[src/rtl/cache_fill_fsm.sv]
// Cache line fill engine: on a miss, fetches LINE_WORDS 16-bit words from memory
// and streams them into the data array, writing the tag with the last word.
// Optional build macro CRITICAL_WORD_FIRST_EN starts the fill at the missing word.
module cache_fill_fsm #(
    parameter int LINE_WORDS = 8,
    parameter int ADDR_W     = 16
) (
    input  logic              clk,
    input  logic              rst_n,
    input  logic              miss_detected,
    input  logic [ADDR_W-1:0] miss_address,
    input  logic              mem_ready,
    input  logic              memory_data_valid,
    input  logic [15:0]       memory_data_in,
    output logic              fsm_busy,
    output logic              mem_req,
    output logic [ADDR_W-1:0] memory_address,
    output logic              write_data_array,
    output logic [ADDR_W-1:0] fill_address,
    output logic [15:0]       fill_data,
    output logic              write_tag_array
);

    localparam int CNT_W = $clog2(LINE_WORDS);
    localparam int OFF_W = CNT_W + 1;

    typedef enum logic {
        IDLE,
        FILL
    } state_t;

    state_t              state, state_nxt;
    logic [CNT_W-1:0]    issue_cnt, issue_cnt_nxt;
    logic [CNT_W-1:0]    recv_cnt, recv_cnt_nxt;
    logic                issue_done, issue_done_nxt;
    logic [ADDR_W-1:0]   line_base, line_base_nxt;
    logic [CNT_W-1:0]    start_off;
    logic [CNT_W-1:0]    issue_word, recv_word;
    logic                issue_fire;
    logic                unused_bits;

    assign unused_bits = ^miss_address[OFF_W-1:0];

`ifdef CRITICAL_WORD_FIRST_EN
    // Word offset of the missing access, latched with the miss so both sides wrap from it.
    always_ff @(posedge clk) begin
        if (!rst_n) begin
            start_off <= '0;
        end else if (state == IDLE && miss_detected) begin
            start_off <= miss_address[OFF_W-1:1];
        end
    end
`else
    assign start_off = '0;
`endif

    assign issue_word = start_off + issue_cnt;
    assign recv_word  = start_off + recv_cnt;

    always_ff @(posedge clk) begin
        if (!rst_n) begin
            state      <= IDLE;
            issue_cnt  <= '0;
            recv_cnt   <= '0;
            issue_done <= 1'b0;
            line_base  <= '0;
        end else begin
            state      <= state_nxt;
            issue_cnt  <= issue_cnt_nxt;
            recv_cnt   <= recv_cnt_nxt;
            issue_done <= issue_done_nxt;
            line_base  <= line_base_nxt;
        end
    end

    always_comb begin
        state_nxt        = state;
        issue_cnt_nxt    = issue_cnt;
        recv_cnt_nxt     = recv_cnt;
        issue_done_nxt   = issue_done;
        line_base_nxt    = line_base;
        issue_fire       = 1'b0;
        fsm_busy         = 1'b0;
        mem_req          = 1'b0;
        memory_address   = '0;
        write_data_array = 1'b0;
        fill_address     = '0;
        fill_data        = '0;
        write_tag_array  = 1'b0;

        case (state)
            IDLE: begin
                if (miss_detected) begin
                    state_nxt      = FILL;
                    line_base_nxt  = {miss_address[ADDR_W-1:OFF_W], {OFF_W{1'b0}}};
                    issue_cnt_nxt  = '0;
                    recv_cnt_nxt   = '0;
                    issue_done_nxt = 1'b0;
                end
            end
            FILL: begin
                fsm_busy       = 1'b1;
                mem_req        = !issue_done;
                memory_address = line_base + ADDR_W'({issue_word, 1'b0});
                issue_fire     = !issue_done && mem_ready;
                if (issue_fire) begin
                    issue_cnt_nxt = issue_cnt + 1'b1;
                    if (issue_cnt == CNT_W'(LINE_WORDS - 1)) begin
                        issue_done_nxt = 1'b1;
                    end
                end
                // Returns arrive in request order, so recv_cnt alone locates each word.
                if (memory_data_valid) begin
                    write_data_array = 1'b1;
                    fill_address     = line_base + ADDR_W'({recv_word, 1'b0});
                    fill_data        = memory_data_in;
                    recv_cnt_nxt     = recv_cnt + 1'b1;
                    if (recv_cnt == CNT_W'(LINE_WORDS - 1)) begin
                        write_tag_array = 1'b1;
                        state_nxt       = IDLE;
                    end
                end
            end
            default: state_nxt = IDLE;
        endcase
    end

endmodule

[config.mk]
export PLATFORM = sky130hd
export DESIGN_NAME = cache_fill_fsm
export DESIGN_NICKNAME = d
export VERILOG_FILES = /design/src/rtl/cache_fill_fsm.sv
export SDC_FILE = /design/constraint.sdc
export NUM_CORES = 1
export LEC_CHECK = 0
export CAP_MARGIN = 10
export CELL_PAD_IN_SITES_DETAIL_PLACEMENT = 2
export CELL_PAD_IN_SITES_GLOBAL_PLACEMENT = 2
export CORE_UTILIZATION = 18
export DETAILED_ROUTE_END_ITERATION = 6
export HOLD_SLACK_MARGIN = 0.08
export PLACE_DENSITY = 0.89
export SYNTH_ARGS = -nofsm -noshare
export SYNTH_HDL_FRONTEND = slang
export SYNTH_SLANG_ARGS = --single-unit
[constraint.sdc]
create_clock -name clk -period 1.7 [get_ports clk]
set_input_delay 0.255 -clock clk [delete_from_list [all_inputs] [get_ports clk]]
set_output_delay 0.255 -clock clk [all_outputs]
set_load 0.005 [all_outputs]
==> results of run 1 <==
## per-layer routing
| layer | global-route usage [%] | part of all wire [%] | up-vias | wire length, um |
|---|---|---|---|---|
| met2 | 25.6 | 54 | 50 | 2640 |
| met1 | 15.9 | 41 | 692 | 2010 |
| met3 | 2.47 | 5.2 | 2 | 257 |
| met5 | 0 | 0 | - | 0 |
| met4 | 3.24 | 0.35 | 0 | 17 |
| li1 | - | - | 678 | - |
## critical path, delay by kind of cell, from the launching register on
kind                   cells  cell delay [ns]
flip-flops                 1             0.40
buffers and inverters      2             0.62
AND/OR/NAND/NOR            1             0.13
## final cells by class
type	count	area share, %
multi-input combinational	117	30.6
tap	77	4.17
sequential	20	17.6
clock buffer	4	2.38
inverter	1	0.163
timing repair buffer	96	45.1
## registers in the layout (all words and copies together) (netlist names)
signal and count:
recv_cnt 3, issue_done 1, issue_cnt 3, line_base 12
state 1
## placed cells by master, fill, tap and decap left out
| cell type | instances |
|---|---|
| sky130_fd_sc_hd__and3_4 | 1 |
| sky130_fd_sc_hd__dfxtp_4 | 1 |
| sky130_fd_sc_hd__clkbuf_16 | 1 |
| sky130_fd_sc_hd__buf_8 | 1 |
| sky130_fd_sc_hd__nor2_1 | 3 |
| sky130_fd_sc_hd__dfxtp_2 | 2 |
| sky130_fd_sc_hd__nand2_1 | 30 |
| sky130_fd_sc_hd__nand3b_1 | 1 |
| sky130_fd_sc_hd__and2_1 | 15 |
| sky130_fd_sc_hd__and2b_2 | 1 |
| sky130_fd_sc_hd__o21ai_0 | 6 |
| sky130_fd_sc_hd__and3_1 | 33 |
| sky130_fd_sc_hd__buf_4 | 7 |
| sky130_fd_sc_hd__clkbuf_8 | 4 |
| sky130_fd_sc_hd__inv_1 | 1 |
| sky130_fd_sc_hd__ha_1 | 4 |
| sky130_fd_sc_hd__clkdlybuf4s50_1 | 34 |
| sky130_fd_sc_hd__a21boi_2 | 5 |
| sky130_fd_sc_hd__clkdlybuf4s15_1 | 1 |
| sky130_fd_sc_hd__nand4_1 | 4 |
| sky130_fd_sc_hd__nand2b_1 | 1 |
| sky130_fd_sc_hd__buf_12 | 2 |
| sky130_fd_sc_hd__clkdlybuf4s15_2 | 1 |
| sky130_fd_sc_hd__nand3_1 | 1 |
| sky130_fd_sc_hd__dlygate4sd2_1 | 21 |
| sky130_fd_sc_hd__buf_16 | 1 |
| sky130_fd_sc_hd__buf_6 | 2 |
| sky130_fd_sc_hd__dfxtp_1 | 17 |
| sky130_fd_sc_hd__conb_1 | 2 |
| sky130_fd_sc_hd__nor2b_1 | 1 |
| sky130_fd_sc_hd__dlymetal6s2s_1 | 25 |
| sky130_fd_sc_hd__a21boi_0 | 7 |
| sky130_fd_sc_hd__o21a_1 | 2 |
## stage by stage
stage | instances | utilization, % | total power, mW
after detailed placement | 306 | 33.1 | 0.802
after global routing | 315 | 36.1 | 1.25
after floorplan | 154 | - | 0.627
after CTS | 312 | 34.3 | 1.18
after global placement | 306 | 33.1 | 0.789
final | 315 | 36.1 | 1.17
## final timing paths
kind                            end  slack [ns]  cells after the start
setup / recovery  memory_address[9]        0.03                      3
hold / removal        line_base[12]        0.49                      2
setup reg to reg      line_base[10]        0.18                      5
hold reg to reg       line_base[12]        0.49                      2
## repair_timing
item | 4_1_cts | 5_1_grt
hold buffers | 0 | 0
buffers inserted | 0 | 2
resized for setup | 32 | 30
cloned | 2 | 1
endpoints found under the setup margin | 49 | 28
## kinds of logic (layout without fill, tap and decap cells)
logic type / count (synthesis) / in the layout / synth area share [%]
AND/OR/NAND/NOR: 91 / 91 / 40.8
AO/OA/AOI/OAI: 20 / 20 / 12.8
flip-flops: 20 / 20 / 33.4
buffers and inverters: 17 / 101 / 8.45
adder cells (fa/ha/maj): 4 / 4 / 4.18
other: 1 / 2 / 0.313
## where the power goes
group	switching (mW)	leakage [nW]	internal [mW]	total, mW
Sequential	0.0192	0.165	0.489	0.509
Combinational	0.118	1.33	0.180	0.298
Clock	0.159	0.0288	0.206	0.365
Total	0.296	1.53	0.876	1.17
==> flow_summary.toml, run 1 <==
[yosys]
syn_area_per_cell_um2 = 7.83
number_of_flops_mapped_to_enable_cells_by_yosys = 0
top_area_cells_in_the_synthesized_netlist = "sky130_fd_sc_hd__dfxtp_1 (33%), sky130_fd_sc_hd__and3_1 (18%), sky130_fd_sc_hd__nand2_1 (9.4%)"
synth_largest_type_area_fraction_pct = 33.4
syn_inst = 153
postSynthRegisterBits = 20
dominantRegCellSynth = "sky130_fd_sc_hd__dfxtp_1"
synth_common_cells = "sky130_fd_sc_hd__and3_1 (34), sky130_fd_sc_hd__nand2_1 (30), sky130_fd_sc_hd__dfxtp_1 (20)"
synth.largest_area_cell = "sky130_fd_sc_hd__dfxtp_1"
yosysWarningCount = 0
netlist_area_um2 = 1200
yosysSeqAreaShare_pct = 33.4
fraction_of_synthesis_flops_using_an_asynchronous_set_or_reset_pin_pct = 0
post-synth-top-count-cell = "sky130_fd_sc_hd__and3_1"
synth_cell_types = 24

[layout]
drive_above_1_share_pct = 12.2
ff_latch_area_um2 = 407
nNetsFinal = 280
final_design_area_no_fill_um2 = 2310
combined_area_of_the_multi_input_logic_cells_um2 = 706
flow.area_growth_from_synthesis_pct = 92.6
antenna_cells = 0
layout.filler_cells = 739

[clock_tree]
cts.clk_slew.worst_paths_ns = 0.08
clk_root_buffer_cell = "sky130_fd_sc_hd__clkbuf_8"
clk_path_buf_depth = 2
tritoncts.num_buffers = 3
cts.sinks = 20
htreeDepth = 1
cts_tree = "yes"
worst_skew_pair.late_latency_ns = 0.26

[hold_path]
holdCritStartpoint = "line_base[12]"
class_of_the_tightest_hold_or_removal_check = "register to register"

[grt]
first_global_vias = 1580
grt_start_max_net_pins = 30
track_usage_pct = 13.6
grt_antenna_before_repair = 0
global_route.overflow_total = 0
grt_first_pass_wirelength_um = 7650

[timing]
worst_clock_skew_ns = 0.00261
final-max-slew-violation-count = 0
hold_viol_final = 0
setup_viol = 0
holdWs_ns = 0.485
grt_setup_unrepaired = "yes"
final.setup.worst_slack_ns = 0.0312
timing.setup.tns_ns = 0
fin_crit_sh_pct = 98.2
fin_crit_ns = 1.67
achievable-frequency_mhz = 599

[floorplanning]
start_util_pct = 18.8
floorplan.io_pins = 89
die_width_um = 83.6
die_h_um = 83.6
core.rowCount = 29
total_die_area_um2 = 6990
floorplan.core_area_um2 = 6390

[route]
routed-via-count = 1422
firstDrtPassIters = 4
vias_per_cell = 4.51
drt_iter0_markers = 27
route.final.wire_length_um = 4920
final_antenna_net_count = 0
drcViolationCount = 0
wl_per_cell_um = 15.6

[pwr]
p_leak_nw = 1.53
vdd.ir_drop.worst_mv = 0.233
cellPowerDensity_nw_per_um2 = 508

[job]
cap_viol_max_count = 0

[outcome]
run_status = "finished clean"

[setup_path]
critical_path.reg2reg.startpoint = "state"
timing.critical_path.slowest_stage_cell = "sky130_fd_sc_hd__clkdlybuf4s50_1"
arrival_ns = 1.41
worstSetupStartpoint = "state"
crit_path_end_kind = "output port"
cp_slowest_stage_delay_ns = 0.49
critical_path_peak_fanout = 6
crit_type = "register to output port"
timing.critical_path.required_ns = 1.44
cells_along_the_critical_path = "buf_6 -> and2_1 -> clkdlybuf4s50_1"
timing.critical_path.from_type = "register"

[place]
dpl_cell_area_um2 = 2110
dp_worst_setup_slack_ns = -0.217
port_buffers = 82
dp.final_hpwl_um = 3320
place_congestion = 0.669
(Power assumes the default switching activity.)
==> run 2, diff against run 1 <==
SKIP_LAST_GASP = 1   (was default)
==> flow_summary.toml, run 2 (synthesized netlist as in run 1, its figures left out) <==
[layout]
nNetsFinal = 279
flow.area_growth_from_synthesis_pct = 90.3
layout.filler_cells = 747
final_cell_mix = "sky130_fd_sc_hd__clkdlybuf4s50_1 (70), sky130_fd_sc_hd__and3_1 (34), sky130_fd_sc_hd__nand2_1 (30), sky130_fd_sc_hd__dfxtp_1 (17), sky130_fd_sc_hd__and2_1 (15)"
registers.top_by_ff_count = "line_base"
layout_commonest_cell = "sky130_fd_sc_hd__clkdlybuf4s50_1"
antenna_cells = 0
flip_flop_count_of_the_largest_register_after_layout = 12
reg_top3 = "line_base x12, issue_cnt x3, recv_cnt x3"
drive_above_1_share_pct = 11.4
final_design_area_no_fill_um2 = 2280

[setup_path]
crit_path_end_kind = "output port"
crit_type = "register to output port"
critical_path_peak_fanout = 15
worst-r2r-setup-slack_ns = 0.14
timing.critical_path.from_type = "register"
timing.critical_path.required_ns = 1.44
arrival_ns = 1.50

[place]
place_congestion = 0.669
port_buffers = 82
dpl_cell_area_um2 = 2110
dp.final_hpwl_um = 3320

[job]
cap_viol_max_count = 0

[grt]
first_global_vias = 1591
grt_antenna_before_repair = 0
grt_start_max_net_pins = 30
grt_first_pass_wirelength_um = 7660
track_usage_pct = 13.6
global_route.overflow_total = 0

[floorplanning]
start_util_pct = 18.8
floorplan.io_pins = 89
die_h_um = 83.6
die_width_um = 83.6
core.rowCount = 29
floorplan.core_area_um2 = 6390
total_die_area_um2 = 6990

[pwr]
power.share.combinational_pct = 25.8
vdd.ir_drop.worst_mv = 0.233
p_leak_nw = 1.16
power.clock.fraction_pct = 31.0
p_int_mw = 0.884
seq_power_share_pct = 43.2
net-switching-power_mw = 0.296
switching_share_pct = 25.1
cellPowerDensity_nw_per_um2 = 517

[clock_tree]
hold_buffers = 0
tritoncts.num_buffers = 3
cts.sinks = 20
clk_root_buffer_cell = "sky130_fd_sc_hd__clkbuf_8"
cts.clk_slew.worst_paths_ns = 0.08
worst_skew_pair.late_latency_ns = 0.26
cts_tree = "yes"
htreeDepth = 1
clk_path_buf_depth = 2

[route]
drcViolationCount = 0
wl_met2_um = 2510
vias_per_cell = 4.50
routed-via-count = 1414
drt_iter0_markers = 23
route.final.wire_length_um = 4800
wl_met3_um = 269
firstDrtPassIters = 4
final_antenna_net_count = 0
wl_per_cell_um = 15.3
route.top_layer_used = "met4"
m1WireLength_um = 2000

[timing]
fin_crit_ns = 1.76
timing.setup.tns_ns = -0.894
final.setup.worst_slack_ns = -0.0568
hold_viol_final = 0
grt_setup_unrepaired = "yes"
setup_viol = 37
achievable-frequency_mhz = 569
final-max-slew-violation-count = 0
worst_clock_skew_ns = 0.00229
holdWs_ns = 0.487
fin_crit_sh_pct = 103

[outcome]
violations_in_the_final_reports = "setup timing"
run_status = "complete, but fails checks"

[hold_path]
class_of_the_tightest_hold_or_removal_check = "register to register"
==> run 2: metal layers <==
| layer | global-route usage, % | up-vias |
|---|---|---|
| met1 | 15.7 | 685 |
| li1 | - | 677 |
| met2 | 25.7 | 50 |
| met3 | 2.47 | 2 |
| met5 | 0 | - |
| met4 | 3.24 | 0 |
==> run 2: repair_timing <==
item                       4_1_cts  5_1_grt
buffers inserted                 0        1
setup endpoints to repair       49       49
gates cloned                     2        1
resized for setup               10       14
==> run 2: final timing paths <==
kind,start,to,cells past startpoint
setup / recovery,state,fill_address[12],3
hold reg to reg,line_base[12],line_base[12],2
setup reg to reg,state,line_base[10],5
hold / removal,line_base[12],line_base[12],2
==> run 2: worst max-delay path: stages, from the launching register on <==
cell	delay (ns)
sky130_fd_sc_hd__dfxtp_4	0.42
sky130_fd_sc_hd__buf_12	0.14
sky130_fd_sc_hd__and3_1	0.16
sky130_fd_sc_hd__clkdlybuf4s50_1	0.52
==> run 2: per-stage QoR <==
| step | worst slack, ns | cells | power, mW | utilization [%] |
|---|---|---|---|---|
| global route | -0.122 | 314 | 1.26 | 35.7 |
| finish | -0.0568 | 314 | 1.18 | 35.7 |
| CTS | -0.0700 | 312 | 1.19 | 34.6 |
| global placement | -0.203 | 306 | 0.789 | 33.1 |
| detailed placement | -0.217 | 306 | 0.802 | 33.1 |
| floorplan | 0.485 | 154 | 0.627 | - |
==> run 2: power by group through the flow <==
| stage | Sequential (mW) | Combinational (mW) | Clock (mW) |
|---|---|---|---|
| after floorplan | 0.511 | 0.115 | 0 |
| after global placement | 0.515 | 0.274 | 0 |
| after detailed placement | 0.518 | 0.284 | 0 |
| after CTS | 0.508 | 0.300 | 0.385 |
| after global routing | 0.513 | 0.335 | 0.411 |
| final | 0.510 | 0.304 | 0.366 |
==> run 2: area by class of cell <==
class | count | area, um^2 | share of cell area (%)
repair buffers | 95 | 1020 | 44.7
flip-flops and latches | 20 | 407 | 17.8
inverters | 1 | 3.75 | 0.165
multi-input cells | 117 | 701 | 30.7
well taps | 77 | 96.3 | 4.22
clock buffers | 4 | 55.1 | 2.41
==> run 3, diff against run 2 <==
ABC_AREA = 1   (was default)
CORE_UTILIZATION = 16   (was 18)
PLACE_DENSITY = 0.87   (was 0.89)
==> flow_summary.toml, run 3 <==
[grt]
global_route.overflow_total = 0
first_global_vias = 1640
grt_first_pass_wirelength_um = 7620
track_usage_pct = 12.9
grt_start_max_net_pins = 32
grt_antenna_before_repair = 0

[floorplanning]
floorplan.core_area_um2 = 6940
floorplan.io_pins = 89
core.rowCount = 30
die_width_um = 87.8
start_util_pct = 17.0
die_h_um = 87.8
total_die_area_um2 = 7710

[route]
drt_iter0_markers = 22
wl_per_cell_um = 13.3
drcViolationCount = 0
firstDrtPassIters = 2
final_antenna_net_count = 0
routed-via-count = 1498
vias_per_cell = 4.01
route.final.wire_length_um = 4980

[setup_path]
timing.reg2reg.worst_path_depth = 6
cp_slowest_stage_delay_ns = 0.51
critical_path.reg2reg.startpoint = "state"
timing.critical_path.slowest_stage_cell = "sky130_fd_sc_hd__clkdlybuf4s50_1"
arrival_ns = 1.51
timing.critical_path.from_type = "register"
crit_type = "register to output port"
timing.critical_path.required_ns = 1.44
cells_along_the_critical_path = "buf_12 -> inv_2 -> nor2_2 -> clkdlybuf4s50_1"
crit-reg2reg-capture = "line_base[4]"
worst-r2r-setup-slack_ns = 0.41
crit_path_end_kind = "output port"
critical_path_peak_fanout = 13

[layout]
final_design_area_no_fill_um2 = 2260
nNetsFinal = 320
final_cell_count_no_fill = 374
layout_commonest_cell = "sky130_fd_sc_hd__clkdlybuf4s50_1"
reg_top3 = "line_base x12, issue_cnt x3, recv_cnt x3"
drive_above_1_share_pct = 10.1
flip_flop_count_of_the_largest_register_after_layout = 12
registers.top_by_ff_count = "line_base"
final_cell_mix = "sky130_fd_sc_hd__clkdlybuf4s50_1 (68), sky130_fd_sc_hd__inv_1 (48), sky130_fd_sc_hd__nor2_1 (39), sky130_fd_sc_hd__nand2_1 (22), sky130_fd_sc_hd__dfxtp_1 (17)"
antenna_cells = 0
combined_area_of_the_multi_input_logic_cells_um2 = 543
flow.area_growth_from_synthesis_pct = 92.1
layout.filler_cells = 822
layout.core_utilization_pct = 32.6
ff_latch_area_um2 = 407

[clock_tree]
worst_skew_pair.late_latency_ns = 0.26
cts_tree = "yes"
cts.sinks = 20
clk_path_buf_depth = 2
cts.clk_slew.worst_paths_ns = 0.08
htreeDepth = 1
tritoncts.num_buffers = 3
clk_root_buffer_cell = "sky130_fd_sc_hd__clkbuf_8"

[yosys]
dominantRegCellSynth = "sky130_fd_sc_hd__dfxtp_1"
synth_compound_area_share_pct = 12.6
top_area_cells_in_the_synthesized_netlist = "sky130_fd_sc_hd__dfxtp_1 (34%), sky130_fd_sc_hd__inv_1 (15%), sky130_fd_sc_hd__nor2_1 (13%)"
synth_largest_type_area_fraction_pct = 34.0
synth_cell_types = 18
synth_common_cells = "sky130_fd_sc_hd__inv_1 (48), sky130_fd_sc_hd__nor2_1 (41), sky130_fd_sc_hd__nand2_1 (22)"
post_synth_xor_area_fraction_pct = 0
fraction_of_synthesis_flops_using_an_asynchronous_set_or_reset_pin_pct = 0
post-synth-top-count-cell = "sky130_fd_sc_hd__inv_1"
synth_simple_gate_area_share_pct = 26.4
synthAdderAreaFrac_pct = 4.25
postSynthRegisterBits = 20
syn_inst = 189
yosysSeqAreaShare_pct = 34.0
synth.largest_area_cell = "sky130_fd_sc_hd__dfxtp_1"
netlist_area_um2 = 1180
muxShareOfSynthArea_pct = 0
number_of_flops_mapped_to_enable_cells_by_yosys = 0
yosysWarningCount = 0
dominant_combinational_cell_family_by_area_after_synthesis = "simple AND/OR/NAND/NOR gates"
syn_area_per_cell_um2 = 6.24

[pwr]
total_power_mw = 1.33
p_leak_nw = 1.24
vdd.ir_drop.worst_mv = 0.252
cellPowerDensity_nw_per_um2 = 585

[timing]
final-max-slew-violation-count = 0
timing.setup.tns_ns = -0.592
achievable-frequency_mhz = 568
fin_crit_ns = 1.76
setup_viol = 22
hold_viol_final = 0
holdWs_ns = 0.477
fin_crit_sh_pct = 104
worst_clock_skew_ns = 0.00973
final.setup.worst_slack_ns = -0.0617
grt_setup_unrepaired = "yes"

[place]
dp_worst_setup_slack_ns = -0.346
port_buffers = 82
dpl_cell_area_um2 = 2110
place_congestion = 0.683
dp.final_hpwl_um = 3690
dp.cells = 365

[hold_path]
min_path_cells = 2
holdCritStartpoint = "line_base[10]"
class_of_the_tightest_hold_or_removal_check = "register to register"
min_to = "line_base[10]"

[outcome]
run_status = "complete, but fails checks"
violations_in_the_final_reports = "setup timing"

[job]
cap_viol_max_count = 0
==> run 3: logic make-up (layout without fill, tap and decap cells) <==
family / Yosys count / in the layout
AND/OR/NAND/NOR: 75 / 76
flip-flops: 20 / 20
AO/OA/AOI/OAI: 29 / 29
other: 1 / 2
buffers and inverters: 60 / 147
adder cells (fa/ha/maj): 4 / 4
==> run 3: where the power goes <==
part | switching, mW | internal (mW)
Sequential | 0.0191 | 0.496
Combinational | 0.142 | 0.177
Clock | 0.177 | 0.315
==> run 3: what timing repair did <==
item	in CTS	in global routing
hold buffers	0	0
resized for setup	10	14
endpoints found under the setup margin	49	47
cloned	0	1
setup buffers	2	2
pin swaps	0	1
==> run 3: worst max-delay path by stage <==
stage                 startpoint               end  slack, ns  cells after the start
4_1_cts                    state   fill_address[4]       -0.1                      4
2_1_floorplan              state  fill_address[10]       0.61                      4
5_1_grt                    state      fill_data[9]      -0.15                      3
3_3_place_gp   memory_data_valid  fill_address[10]      -0.26                      4
3_5_place_dp   memory_data_valid      fill_data[5]      -0.35                      4
6_report                   state           mem_req      -0.06                      4
==> run 3: layout make-up <==
class	count	share of cell area, %
Clock buffer	3	1.82
Clock inverter	1	1.33
Inverter	50	8.29
Multi-Input combinational cell	111	24.0
Sequential cell	20	18.0
Tap cell	96	5.30
Timing Repair Buffer	93	41.3
==> run 3: per-layer routing <==
metal / track usage [%] / up-vias / wire length (um)
met2: 25.8 / 71 / 2590
met3: 3.58 / 4 / 452
met4: 3.13 / 0 / 31
li1: - / 727 / -
met5: 0 / - / 0
met1: 13.0 / 696 / 1910
==> run 3: worst max-delay path, delay by kind of cell, from the launching register on <==
family | cells | cell delay [ns]
buffers and inverters | 3 | 0.72
DFF | 1 | 0.43
and+or+nand+nor | 1 | 0.10
